### config.mk
export PLATFORM = sky130hd
export DESIGN_NAME = sfu
export DESIGN_NICKNAME = d
export VERILOG_FILES = /design/src/rtl/sfu.sv
export SDC_FILE = /design/constraint.sdc
export NUM_CORES = 1
export LEC_CHECK = 0
export CORE_ASPECT_RATIO = 0.5
export CORE_MARGIN = 10
export CORE_UTILIZATION = 50
export DETAILED_ROUTE_END_ITERATION = 10
export PLACE_DENSITY = 0.76
export SLEW_MARGIN = 20
export SYNTH_ARGS = -nofsm -noshare
export SYNTH_HDL_FRONTEND = slang
export SYNTH_SLANG_ARGS = --single-unit
### constraint.sdc
create_clock -name clk -period 9.05 [get_ports clk]
set_input_delay 0.905 -clock clk [delete_from_list [all_inputs] [get_ports clk]]
set_output_delay 0.905 -clock clk [all_outputs]
set_load 0.005 [all_outputs]
### src/rtl/sfu.sv
// sfu - special function unit below the systolic array.
// Keeps one running accumulator per column, loading on the first cycle of an
// acc_i burst and adding on later cycles. The updated value is presented raw
// (mode_i=1) or ReLU-clipped (mode_i=0) on a registered output bus.
// Build option: define SFU_SAT_EN to saturate accumulation on signed overflow;
// the default build wraps modulo 2^psum_bw.
module sfu #(
   parameter int bw      = 4,
   parameter int col     = 8,
   parameter int row     = 8,
   parameter int psum_bw = 16
) (
   input  logic                     clk,
   input  logic                     reset,
   input  logic                     acc_i,
   input  logic                     mode_i,
   input  logic [psum_bw*col-1:0]   psum_in,
   output logic [psum_bw*col-1:0]   psum_out
);

   localparam int MSB = psum_bw - 1;

   // bw and row describe the surrounding array only; no logic depends on them.
   if (bw < 1 || row < 1) begin : g_array_dims_unused
   end

   // Accumulate one column value; overflow either wraps or clamps.
   function automatic logic [psum_bw-1:0] acc_add(
      input logic [psum_bw-1:0] a,
      input logic [psum_bw-1:0] b
   );
      logic [psum_bw-1:0] sum;
      sum = a + b;
`ifdef SFU_SAT_EN
      if ((a[MSB] == b[MSB]) && (sum[MSB] != a[MSB])) begin
         // Both operands share a sign the result lost: clamp toward that sign.
         sum = a[MSB] ? {1'b1, {(psum_bw-1){1'b0}}} : {1'b0, {(psum_bw-1){1'b1}}};
      end
`endif
      return sum;
   endfunction

   // ReLU passes non-negative values, zeroes negatives; distance mode is raw.
   function automatic logic [psum_bw-1:0] out_fn(
      input logic               raw_mode,
      input logic [psum_bw-1:0] v
   );
      logic [psum_bw-1:0] r;
      r = v;
      if (!raw_mode && v[MSB]) begin
         r = '0;
      end
      return r;
   endfunction

   logic [col-1:0][psum_bw-1:0] acc_q;
   logic [col-1:0][psum_bw-1:0] acc_d;
   logic [col-1:0][psum_bw-1:0] psum_in_w;
   logic [col-1:0][psum_bw-1:0] out_q;
   logic [col-1:0][psum_bw-1:0] out_d;
   logic                        acc_prev_q;

   assign psum_in_w = psum_in;
   assign psum_out  = out_q;

   // Next accumulator value and output function, per column.
   always_comb begin
      acc_d = acc_q;
      out_d = '0;
      for (int c = 0; c < col; c++) begin
         if (acc_i) begin
            // A burst start reloads so stale sums from a previous burst never leak in.
            acc_d[c] = acc_prev_q ? acc_add(acc_q[c], psum_in_w[c]) : psum_in_w[c];
         end
         out_d[c] = out_fn(mode_i, acc_d[c]);
      end
   end

   // Accumulators, burst tracker and output register.
   always_ff @(posedge clk or posedge reset) begin
      if (reset) begin
         acc_q      <= '0;
         out_q      <= '0;
         acc_prev_q <= 1'b0;
      end else begin
         acc_q      <= acc_d;
         out_q      <= out_d;
         acc_prev_q <= acc_i;
      end
   end

endmodule

==> impl_metrics.tcl <==
set metrics [dict create \
    clk_pin_slew_ns 0.07 \
    multi_input_area_um2 8900 \
    drtAntennaViolNets 0 \
    cts_buffer_depth 3 \
    clock-sinks 257 \
    grtUsageTotal_pct 21.4 \
    leakage_nw 8.55 \
    viasPerCell 5.70 \
    vias 13115 \
    synth_area_um2 15800 \
    worstSetupStartpoint "psum_in[86]" \
    synth_cells 1636 \
    place_congestion 0.883 \
    wire_per_inst_um 19.0 \
    slowest_delay_ns 0.50 \
    status "finished clean" \
    p_per_area_nw_per_um2 276 \
    layout.nets 2117 \
    worst-path-max-fanout 14 \
    synth_flop_cell "dfrtp_1" \
    maxSlewViolCount 0 \
    h-tree-depth 1 \
    path_cells "clkdlybuf4s50_1 > ha_1 > and3_1 > o21ai_0 > nand3_1 > o21ai_0 > mux2i_1 > nand4_1 > and2_1 > a211oi_1" \
    worst_slew_pin_slew_ns 0.910 \
    drive_gt1_share_pct 4.59 \
    synthToLayoutAreaGrowth_pct 24.0 \
    reg2reg_from "acc_prev_q" \
    grt_pass1_vias 12900 \
    synth_edf_count 0 \
    setup_violations 0 \
    die_y_um 146 \
    synth-seq-cells 257 \
    fillers 2555 \
    ys_types 79 \
    yosys_warnings 0 \
    drc_errors 0 \
    cp.required_ns 9.49 \
    portBuffers 259 \
    core_um2 30700 \
    cts_tree "built" \
    wl_mm 43.8 \
    clk_latency_ns 0.54 \
    register_area_um2 6430 \
    holdWs_ns 0.503 \
    hp-class "reg -> reg" \
    layout_min_cycle_time_ns 3.71 \
    crit_path_top_delay_cell "nand4_1" \
    synthArstFlopShare_pct 100 \
    vdd_drop_max_uv 144 \
    hold_buffers 0 \
    rows 45 \
    end_kind "flip-flop" \
    postCtsSetupRepairBufs 0 \
    grt_pass1_wl_mm 70.0 \
    syn-num-nets 1896 \
    cts-resized-gates 0 \
    io_pins 260 \
    fin_tns_setup_ns 0 \
    dieArea_um2 39500 \
    path_common_cell "o21ai_0" \
    worstSetupPathType "in -> reg" \
    hold_violations 0 \
    finalCritPeriodShare_pct 41.0 \
    skew_ns 0.0100 \
    fmax_mhz 270 \
    hpwlAfterDp_mm 31.4 \
    start_kind "primary input" \
    numCtsBuffers 25 \
    grt_start_max_net_pins 126 \
    worstPathArrival_ns 4.15 \
    clockRootBuffer "clkbuf_16" \
    die_w_um 271 \
    timing.hold.worst.start "acc_q[98]" \
    drtIter0Drc 677 \
    yosysSeqAreaShare_pct 40.8 \
    initial_core_util_pct 51.4 \
    grt_antenna_before_repair 6 \
    slew_headroom_pct 39.1 \
    grt_overflow 0 \
    maxCapViolCount 0 \
    firstDrtPassIters 5 \
    rsz0062_at_grt "false" \
    syn_avg_cell_area_um2 9.64 \
]
==> per-stage QoR <==
step | power [mW] | util [%] | instances | setup slack, ns | cell area (um^2)
floorplan | 3.37 | - | 1636 | 1.07 | 15800
detailed placement | 4.29 | 60.9 | 2253 | 4.81 | 18700
CTS | 5.44 | 63.7 | 2296 | 5.35 | 19500
global route | 5.80 | 63.7 | 2301 | 5.01 | 19600
finish | 5.41 | 63.7 | 2301 | 5.34 | 19600
global placement | 4.24 | 60.9 | 2253 | 4.88 | 18700
==> registers in the layout, indices dropped and copies added, names as in the netlist <==
signal / count
acc_q: 128
acc_prev_q: 1
psum_out: 128
==> final timing paths <==
check                                end  slack, ns  cells past startpoint
setup / recovery            psum_out[88]       5.34                     10
hold / removal                 acc_q[98]       0.50                      1
setup reg to reg            psum_out[72]       5.56                      7
hold reg to reg                acc_q[98]       0.50                      1
max in group asynchronous  psum_out[124]       6.59                      3
min in group asynchronous  psum_out[101]       0.93                      2
==> power by group <==
part           switching [mW]  internal [mW]  total (mW)
clock network           0.465          0.662        1.13
registers               0.192           1.53        1.72
logic                    1.30           1.26        2.56
==> final cells by class <==
type / count / share of cell area, %
Antenna cell: 5 / 0.0640
Clock buffer: 34 / 3.63
Clock inverter: 9 / 0.774
Inverter: 36 / 0.729
Multi-Input combinational cell: 1266 / 45.5
Sequential cell: 257 / 32.9
Tap cell: 423 / 2.71
Timing Repair Buffer: 271 / 13.7
==> metal layers <==
metal / routed length [um] / up-vias / global-route usage, %
met1: 18800 / 6359 / 26.6
met5: 12 / - / 0
met4: 1050 / 2 / 5.72
met3: 1960 / 60 / 3.88
met2: 21900 / 239 / 37.7
li1: - / 6455 / -
==> placed cells by master, fill, tap and decap left out, types with 9 or more instances in the layout <==
cell,synthesis,final
a211oi_1,31,31
a21boi_0,78,78
a21boi_1,9,9
a21o_1,57,57
a21oi_1,209,209
a22oi_1,16,16
a31oi_1,24,24
and2_1,9,9
buf_4,1,12
clkbuf_16,0,25
clkdlybuf4s50_1,0,258
dfrtp_1,257,256
ha_1,120,120
inv_1,35,31
mux2i_1,74,74
nand2_1,77,77
nand3_1,23,23
nand4_1,15,15
nor2_1,148,147
nor2b_1,30,30
nor3_1,15,15
o211ai_1,11,11
o21a_1,20,20
o21ai_0,70,70
o21bai_1,9,9
xnor2_1,63,63
xor2_1,31,31
==> logic make-up (layout without fill, tap and decap cells) <==
| family | count (synthesis) | count (layout) | synth area share (%) |
|---|---|---|---|
| compound gates | 596 | 596 | 24.4 |
| simple gates | 372 | 372 | 11.4 |
| flops | 257 | 257 | 40.8 |
| fa+ha+maj | 128 | 128 | 10.5 |
| buf+inv | 113 | 350 | 2.84 |
| xor+xnor | 94 | 94 | 5.22 |
| mux | 76 | 76 | 4.84 |
| other cells | 0 | 5 | 0 |
==> synth_stat cells, types with 8 or more instances <==
cell type | number | area, um^2
clkbuf_1 | 51 | 191
nand3_1 | 23 | 115
o211ai_1 | 11 | 82.6
a21boi_0 | 78 | 586
a21boi_1 | 9 | 67.6
buf_1 | 14 | 52.6
nor2_1 | 148 | 556
a21o_1 | 57 | 428
nor3_1 | 15 | 75.1
inv_1 | 35 | 131
and2_1 | 9 | 56.3
fa_1 | 8 | 160
nand4_1 | 15 | 93.8
nor4_1 | 8 | 50.1
a21oi_1 | 209 | 1050
xor2_1 | 31 | 272
nand4b_1 | 8 | 70.1
a31oi_1 | 24 | 150
o21ai_0 | 70 | 350
a22oi_1 | 16 | 120
o21a_1 | 20 | 150
mux2i_1 | 74 | 741
xnor2_1 | 63 | 552
o21bai_1 | 9 | 67.6
ha_1 | 120 | 1500
nor2b_1 | 30 | 188
a211oi_1 | 31 | 233
buf_2 | 8 | 40.0
nand2_1 | 77 | 289
dfrtp_1 | 257 | 6430
==> critical path, delay by kind of cell <==
kind,cells,cell delay (ns)
AO/OA/AOI/OAI,3,0.90
multiplexers,1,0.23
AND/OR/NAND/NOR,4,1.27
buffers and inverters,1,0.43
adder cells (fa/ha/maj),1,0.41
Note: power is estimated with default switching activity, not from simulation.
